==> src/rtl/led_frame_sequencer_pkg.sv <==
// Shared types and constants for the LED frame sequencer.
// Pixel words: even word {R,G}, odd word {B,8'h00}.
package led_pkg;

  typedef enum logic [2:0] {
    IDLE,
    FETCH_HI,
    FETCH_LO,
    CAPTURE,
    LOAD,
    WAIT_DONE,
    LATCH
  } seq_state_t;

  localparam int PIX_WORDS = 2;
  localparam int B_MSB     = 15;
  localparam int B_LSB     = 8;

  localparam int DEFAULT_LATCH = 3000;

  localparam logic [3:0] WE_ALL  = 4'b1111;
  localparam logic [3:0] WE_NONE = 4'b0000;

endpackage

==> src/rtl/led_frame_sequencer_if.sv <==
// Host write channel and SPRAM port of the LED frame sequencer.
// master = sequencer side, slave = host plus SPRAM side.
interface led_frame_sequencer_if #(
  parameter int ADDR_W = 14
);

  logic              wr_req;
  logic [ADDR_W-1:0] wr_addr;
  logic [15:0]       wr_data;
  logic              wr_ack;

  logic [ADDR_W-1:0] mem_addr;
  logic [3:0]        mem_we;
  logic [15:0]       mem_wdata;
  logic [15:0]       mem_rdata;

  modport master (
    input  wr_req,
    input  wr_addr,
    input  wr_data,
    output wr_ack,
    output mem_addr,
    output mem_we,
    output mem_wdata,
    input  mem_rdata
  );

  modport slave (
    output wr_req,
    output wr_addr,
    output wr_data,
    input  wr_ack,
    input  mem_addr,
    input  mem_we,
    input  mem_wdata,
    output mem_rdata
  );

endinterface

==> src/rtl/led_frame_sequencer_spram_arbiter.sv <==
// Single SPRAM port shared by pixel fetches and host writes.
// Host writes win whenever the sequencer is not fetching.
module spram_arbiter
  import led_pkg::*;
#(
  parameter int ADDR_W = 14
) (
  input  logic              clk,
  input  logic              reset,
  input  logic              sequencer_owns_port,
  input  logic [ADDR_W-1:0] seq_addr,
  input  logic              wr_req,
  input  logic [ADDR_W-1:0] wr_addr,
  input  logic [15:0]       wr_data,
  output logic              wr_ack,
  output logic [ADDR_W-1:0] mem_addr,
  output logic [3:0]        mem_we,
  output logic [15:0]       mem_wdata
);

  logic [ADDR_W-1:0] addr_q;
  logic              grant;

  assign grant  = reset & wr_req & ~sequencer_owns_port;
  assign wr_ack = grant;

  // Address parks on its last value when nobody uses the port.
  always_comb begin
    mem_addr  = addr_q;
    mem_we    = WE_NONE;
    mem_wdata = '0;
    unique case (1'b1)
      grant: begin
        mem_addr  = wr_addr;
        mem_we    = WE_ALL;
        mem_wdata = wr_data;
      end
      sequencer_owns_port: begin
        mem_addr = seq_addr;
      end
      default: begin
      end
    endcase
  end

  always_ff @(posedge clk) begin
    if (!reset) begin
      addr_q <= '0;
    end else begin
      addr_q <= mem_addr;
    end
  end

endmodule

==> src/rtl/led_frame_sequencer.sv <==
// Frame controller: fetches pixels from SPRAM, hands them to the
// LED driver one at a time, then holds the latch gap.
module led_frame_sequencer
  import led_pkg::*;
#(
  parameter int NUM_LEDS     = 64,
  parameter int ADDR_W       = 14,
  parameter int LATCH_CYCLES = DEFAULT_LATCH
) (
  input  logic        clk,
  input  logic        reset,
  input  logic        start,
  output logic        busy,
  output logic        frame_done,
  output logic [23:0] rgb,
  output logic        load,
  input  logic        drv_done,
  led_frame_sequencer_if.master bus
);

  localparam int IDX_W =
    (NUM_LEDS > 1) ? $clog2(NUM_LEDS) : 1;
  localparam int CNT_W =
    (LATCH_CYCLES > 1) ? $clog2(LATCH_CYCLES) : 1;

  localparam logic [IDX_W-1:0] LAST_IDX =
    IDX_W'(NUM_LEDS - 1);
  localparam logic [CNT_W-1:0] LAST_CNT =
    CNT_W'(LATCH_CYCLES - 1);

  seq_state_t        state_q, state_d;
  logic [IDX_W-1:0]  idx_q, idx_d;
  logic [CNT_W-1:0]  cnt_q, cnt_d;
  logic [15:0]       rg_q, rg_d;
  logic [23:0]       rgb_q, rgb_d;

  logic              owns;
  logic [IDX_W:0]    word_off;
  logic [ADDR_W-1:0] seq_addr;

  always_ff @(posedge clk) begin
    if (!reset) begin
      state_q <= IDLE;
      idx_q   <= '0;
      cnt_q   <= '0;
      rg_q    <= '0;
      rgb_q   <= '0;
    end else begin
      state_q <= state_d;
      idx_q   <= idx_d;
      cnt_q   <= cnt_d;
      rg_q    <= rg_d;
      rgb_q   <= rgb_d;
    end
  end

  always_comb begin
    state_d = state_q;
    idx_d   = idx_q;
    cnt_d   = cnt_q;
    rg_d    = rg_q;
    rgb_d   = rgb_q;
    unique case (state_q)
      IDLE: begin
        if (start) begin
          idx_d   = '0;
          state_d = FETCH_HI;
        end
      end
      FETCH_HI: begin
        state_d = FETCH_LO;
      end
      FETCH_LO: begin
        rg_d    = bus.mem_rdata;
        state_d = CAPTURE;
      end
      CAPTURE: begin
        rgb_d   = {rg_q, bus.mem_rdata[B_MSB:B_LSB]};
        state_d = LOAD;
      end
      LOAD: begin
        state_d = WAIT_DONE;
      end
      WAIT_DONE: begin
        if (drv_done) begin
          if (idx_q == LAST_IDX) begin
            cnt_d   = '0;
            state_d = LATCH;
          end else begin
            idx_d   = idx_q + IDX_W'(1);
            state_d = FETCH_HI;
          end
        end
      end
      LATCH: begin
        cnt_d = cnt_q + CNT_W'(1);
        if (cnt_q == LAST_CNT) begin
          state_d = IDLE;
        end
      end
      default: begin
        state_d = IDLE;
      end
    endcase
  end

  assign busy       = (state_q != IDLE);
  assign load       = (state_q == LOAD);
  assign rgb        = rgb_q;
  assign frame_done = (state_q == LATCH) &&
                      (cnt_q == LAST_CNT);

  // Word address is 2*idx, plus one for the blue word.
  assign owns     = (state_q == FETCH_HI) ||
                    (state_q == FETCH_LO);
  assign word_off = {idx_q, state_q == FETCH_LO};
  assign seq_addr = ADDR_W'(word_off);

  spram_arbiter #(
    .ADDR_W (ADDR_W)
  ) u_arb (
    .clk                 (clk),
    .reset               (reset),
    .sequencer_owns_port (owns),
    .seq_addr            (seq_addr),
    .wr_req              (bus.wr_req),
    .wr_addr             (bus.wr_addr),
    .wr_data             (bus.wr_data),
    .wr_ack              (bus.wr_ack),
    .mem_addr            (bus.mem_addr),
    .mem_we              (bus.mem_we),
    .mem_wdata           (bus.mem_wdata)
  );

endmodule

==> src/flat_wrapper.sv <==
// flat-port wrapper written by rule: the top's interface ports become plain ports
module led_frame_sequencer_flat import led_pkg::*;
#(
  parameter int NUM_LEDS     = 64,
  parameter int ADDR_W       = 14,
  parameter int LATCH_CYCLES = DEFAULT_LATCH
)
  (clk, reset, start, busy, frame_done, rgb, load, drv_done, bus_wr_req, bus_wr_addr, bus_wr_data, bus_wr_ack, bus_mem_addr, bus_mem_we, bus_mem_wdata, bus_mem_rdata);
  led_frame_sequencer_if #(.ADDR_W(ADDR_W)) bus_i ();
  input  logic clk;
  input  logic reset;
  input  logic start;
  output logic busy;
  output logic frame_done;
  output logic [23:0] rgb;
  output logic load;
  input  logic drv_done;
  input wire logic [$bits(bus_i.wr_req)-1:0] bus_wr_req;
  input wire logic [$bits(bus_i.wr_addr)-1:0] bus_wr_addr;
  input wire logic [$bits(bus_i.wr_data)-1:0] bus_wr_data;
  output wire logic [$bits(bus_i.wr_ack)-1:0] bus_wr_ack;
  output wire logic [$bits(bus_i.mem_addr)-1:0] bus_mem_addr;
  output wire logic [$bits(bus_i.mem_we)-1:0] bus_mem_we;
  output wire logic [$bits(bus_i.mem_wdata)-1:0] bus_mem_wdata;
  input wire logic [$bits(bus_i.mem_rdata)-1:0] bus_mem_rdata;
  assign bus_i.wr_req = bus_wr_req;
  assign bus_i.wr_addr = bus_wr_addr;
  assign bus_i.wr_data = bus_wr_data;
  assign bus_wr_ack = bus_i.wr_ack;
  assign bus_mem_addr = bus_i.mem_addr;
  assign bus_mem_we = bus_i.mem_we;
  assign bus_mem_wdata = bus_i.mem_wdata;
  assign bus_i.mem_rdata = bus_mem_rdata;
  led_frame_sequencer #(.NUM_LEDS(NUM_LEDS), .ADDR_W(ADDR_W), .LATCH_CYCLES(LATCH_CYCLES)) u_core (.clk(clk), .reset(reset), .start(start), .busy(busy), .frame_done(frame_done), .rgb(rgb), .load(load), .drv_done(drv_done), .bus(bus_i));
endmodule
==> config.mk <==
export PLATFORM = sky130hd
export DESIGN_NAME = led_frame_sequencer_flat
export DESIGN_NICKNAME = d
export VERILOG_FILES = /design/src/rtl/led_frame_sequencer_pkg.sv /design/src/rtl/led_frame_sequencer_if.sv /design/src/rtl/led_frame_sequencer_spram_arbiter.sv /design/src/rtl/led_frame_sequencer.sv /design/src/flat_wrapper.sv
export SDC_FILE = /design/constraint.sdc
export NUM_CORES = 1
export LEC_CHECK = 0
export ABC_AREA = 1
export CORE_MARGIN = 5
export CORE_UTILIZATION = 50
export CTS_CLUSTER_SIZE = 25
export DETAILED_ROUTE_END_ITERATION = 8
export PLACE_DENSITY_LB_ADDON = 0.2
export SYNTH_ARGS = -nofsm -noshare
export SYNTH_HDL_FRONTEND = slang
export SYNTH_SLANG_ARGS = --single-unit
==> constraint.sdc <==
create_clock -name clk -period 2.1 [get_ports clk]
set_input_delay 0.21 -clock clk [delete_from_list [all_inputs] [get_ports clk]]
set_output_delay 0.21 -clock clk [all_outputs]
set_load 0.03 [all_outputs]
==> flow_summary.json <==
{
  "cpMostUsedCell": "buf_4",
  "dieWidth_um": 93.21,
  "dr.pass1.iters": 4,
  "hold_class": "input pin to flip-flop",
  "hp-start": "bus_mem_rdata[5]",
  "cpMaxStageDelayCell": "dfxtp_2",
  "reg2reg_depth": 8,
  "overflow": 0,
  "die_h_um": 93.21,
  "antenna_found_initial": 0,
  "portBuffers": 112,
  "worst_pin_slew_ns": 0.5132,
  "track_usage_pct": 22.17,
  "p_int_uw": 3141,
  "period_minus_slack_ns": 1.985,
  "hold_end": "u_core.rg_q[5]",
  "reg2reg_from": "u_core.idx_q[0]",
  "fin_skew_ns": 0.01156,
  "rsz0062_at_grt": "no",
  "grt_pass1_wl_um": 15530,
  "use_met2_pct": 37.79,
  "critical_path_class": "flip-flop to output pin",
  "rrSetupSlack_ns": 0.29,
  "r2r-end": "u_core.cnt_q[0]",
  "crit_chain": "inv_1, nand3_4, nand2_4, buf_4, nor2_4, buf_12, nand2_2, o211ai_2, buf_4",
  "setup_ws_ns": 0.1147,
  "cts_tree": "built",
  "relSlewSlack_pct": 65.69,
  "synth_nets": 559,
  "regArea_sq_mm": 0.001508,
  "ctsLongestPathBuffers": 2,
  "use_met1_pct": 26.51,
  "syn_area_sq_mm": 0.003462,
  "drtIter0Drc": 193,
  "numCtsBuffers": 9,
  "drive_above_1_share_pct": 14.24,
  "post_dp_cell_area_sq_mm": 0.004563,
  "busiest_layer": "met2",
  "wl_um": 9326,
  "multiInputGateArea_sq_mm": 0.001627,
  "setup_viol_count_final": 0,
  "p_comb_share_pct": 42.4,
  "ys_ff_latch": 75,
  "post-dp-hpwl_um": 6680,
  "coreArea_sq_mm": 0.006756,
  "slowest_delay_ns": 0.39,
  "power_uw": 5197,
  "path_max_fanout": 9,
  "finalSetupTns_ns": 0,
  "p_leak_uw": 0.002089,
  "status": "complete, no violations",
  "clkTransAtPathRegs_ns": 0.08,
  "pin_count": 113,
  "grt_pass1_vias": 3408,
  "power.switching_uw": 2056,
  "diodes": 0,
  "dp_slack_ns": 0.03581,
  "ys_types": 31,
  "final_antenna_net_count": 0,
  "grt_max_degree": 36,
  "worstPathRequired_ns": 1.89,
  "max_freq_ghz": 0.5037,
  "holdPathStages": 3,
  "slew_viol_final": 0,
  "areaGrowthSynthToFinish_pct": 39.75,
  "routed_via_density": 5.023,
  "yosysSeqAreaShare_pct": 43.37,
  "yosys_warnings": 0,
  "crit_path_end_kind": "output pin",
  "dieArea_sq_mm": 0.008688,
  "vias": 3541,
  "start_kind": "flip-flop",
  "fin_area_sq_mm": 0.004838,
  "num_rows": 30,
  "use_met3_pct": 6.999,
  "fin_crit_sh_pct": 94.54,
  "routedWlPerCell_um": 13.23,
  "final_hold_viol_count": 0,
  "syn_inst": 506,
  "numClockSinks": 75,
  "fin_nets": 674,
  "power.share.switching_pct": 39.56,
  "cts_max_level": 3,
  "start_util_pct": 51.24,
  "cp.arrival_ns": 1.78,
  "root_buffer": "clkbuf_8",
  "power_frac_seq_pct": 33.4,
  "power_density_mw_per_mm2": 1074,
  "clk_latency_ns": 0.35,
  "peakVddDrop_v": 0.0009032,
  "drc_errors": 0,
  "hold_buffers": 0,
  "syn_avg_cell_area_sq_um": 6.842,
  "pwr-share-clk_pct": 24.2,
  "maxCapViolations": 0,
  "place.gp.congestion": 0.8814,
  "num-fill-cells": 574
}
## routing by layer
metal  part of all wire [%]  vias to the layer above  wire length [um]
li1                       -                     1820                 -
met1                     43                     1601              4042
met2                     48                      109              4469
met3                    7.6                       11               712
met4                    1.1                        0               102
met5                      0                        -                 0
## through the flow
step / hold slack, ns / util (%) / std cells
final: 0.4146 / 71.61 / 705
after global routing: 0.4154 / 71.61 / 705
after CTS: 0.4075 / 71.43 / 705
after detailed placement: 0.4425 / 67.54 / 688
after global placement: 0.4396 / 67.54 / 688
after floorplan: 0.3538 / - / 506
## how the worst max path moves through the flow
stage,slack [ns],endpoint,start
after global routing,0.005,bus_mem_addr[12],u_core.state_q[0]
after detailed placement,0.04,bus_mem_addr[0],reset
after floorplan,0.40,bus_mem_wdata[10],u_core.state_q[1]
after global placement,0.06,bus_mem_addr[0],reset
after CTS,0.02,bus_mem_addr[4],u_core.state_q[0]
final,0.11,bus_mem_addr[4],u_core.state_q[0]
## cells in the mapped netlist (all sizes together)
cell type / n / area, sq um
nand4: 5 / 31.28
nor2: 86 / 346.6
nand3: 30 / 172.7
or2: 1 / 6.260
ha: 2 / 25.02
o21ai: 32 / 160.1
nor3: 1 / 5.000
buf: 15 / 102.6
clkbuf: 8 / 30.03
o211ai: 5 / 52.55
o21bai: 3 / 22.52
a21oi: 46 / 230.2
clkinv: 1 / 3.750
nand2: 138 / 540.5
dfxtp: 75 / 1501
inv: 54 / 202.7
nand3b: 3 / 22.52
o22ai: 1 / 6.260
## flip-flops by register name, indices dropped and copies added (netlist names)
register,count
u_core.state_q,3
u_core.idx_q,6
u_core.cnt_q,12
u_core.rg_q,16
u_core.u_arb.addr_q,14
u_core.rgb,24
## placed cells by master (no fill, tap or decap), types with 5 or more instances in the layout
cell type	netlist	routed
o21ai_0	30	30
nand2_2	6	6
dfxtp_1	75	72
nor2_1	84	84
inv_1	49	49
inv_2	5	5
nand4_1	5	5
nand3_1	27	26
clkdlybuf4s50_1	0	75
a21oi_1	46	46
buf_4	5	47
clkbuf_8	0	10
nand2_1	131	131
## critical path, delay by kind of cell (launching register included)
| kind | cells | cell delay, ns |
|---|---|---|
| and+or+nand+nor | 4 | 0.38 |
| AOI/OAI and AO/OA | 1 | 0.07 |
| DFF | 1 | 0.39 |
| buffers and inverters | 4 | 0.60 |
## timing repair
action	CTS	global route
gates resized for setup	4	5
pin swaps	2	2
buffers inserted	2	0
endpoints found under the setup margin	27	30
## power by group through the flow
stage | Sequential [uW] | Clock, uW | Combinational [uW]
after floorplan | 1850 | 0 | 1320
after global placement | 1750 | 0 | 2090
after detailed placement | 1750 | 0 | 2130
after CTS | 1730 | 1260 | 2210
after global routing | 1760 | 1340 | 2390
final | 1740 | 1260 | 2200
## cell families (layout without fill, tap and decap cells)
family,count (synthesis),count (layout),share of synthesized area (%)
buf+inv,78,197,9.794
compound gates,87,87,13.62
simple gates,264,264,32.49
fa+ha+maj,2,2,0.7227
flops,75,75,43.37
## layout make-up
class | instances | share of cell area [%]
inverter | 55 | 4.267
clock inverter | 5 | 1.758
tap | 80 | 2.069
clock buffer | 10 | 2.845
sequential | 75 | 31.16
multi-input combinational | 353 | 33.62
timing repair buffer | 127 | 24.28
(Power assumes the default switching activity.)
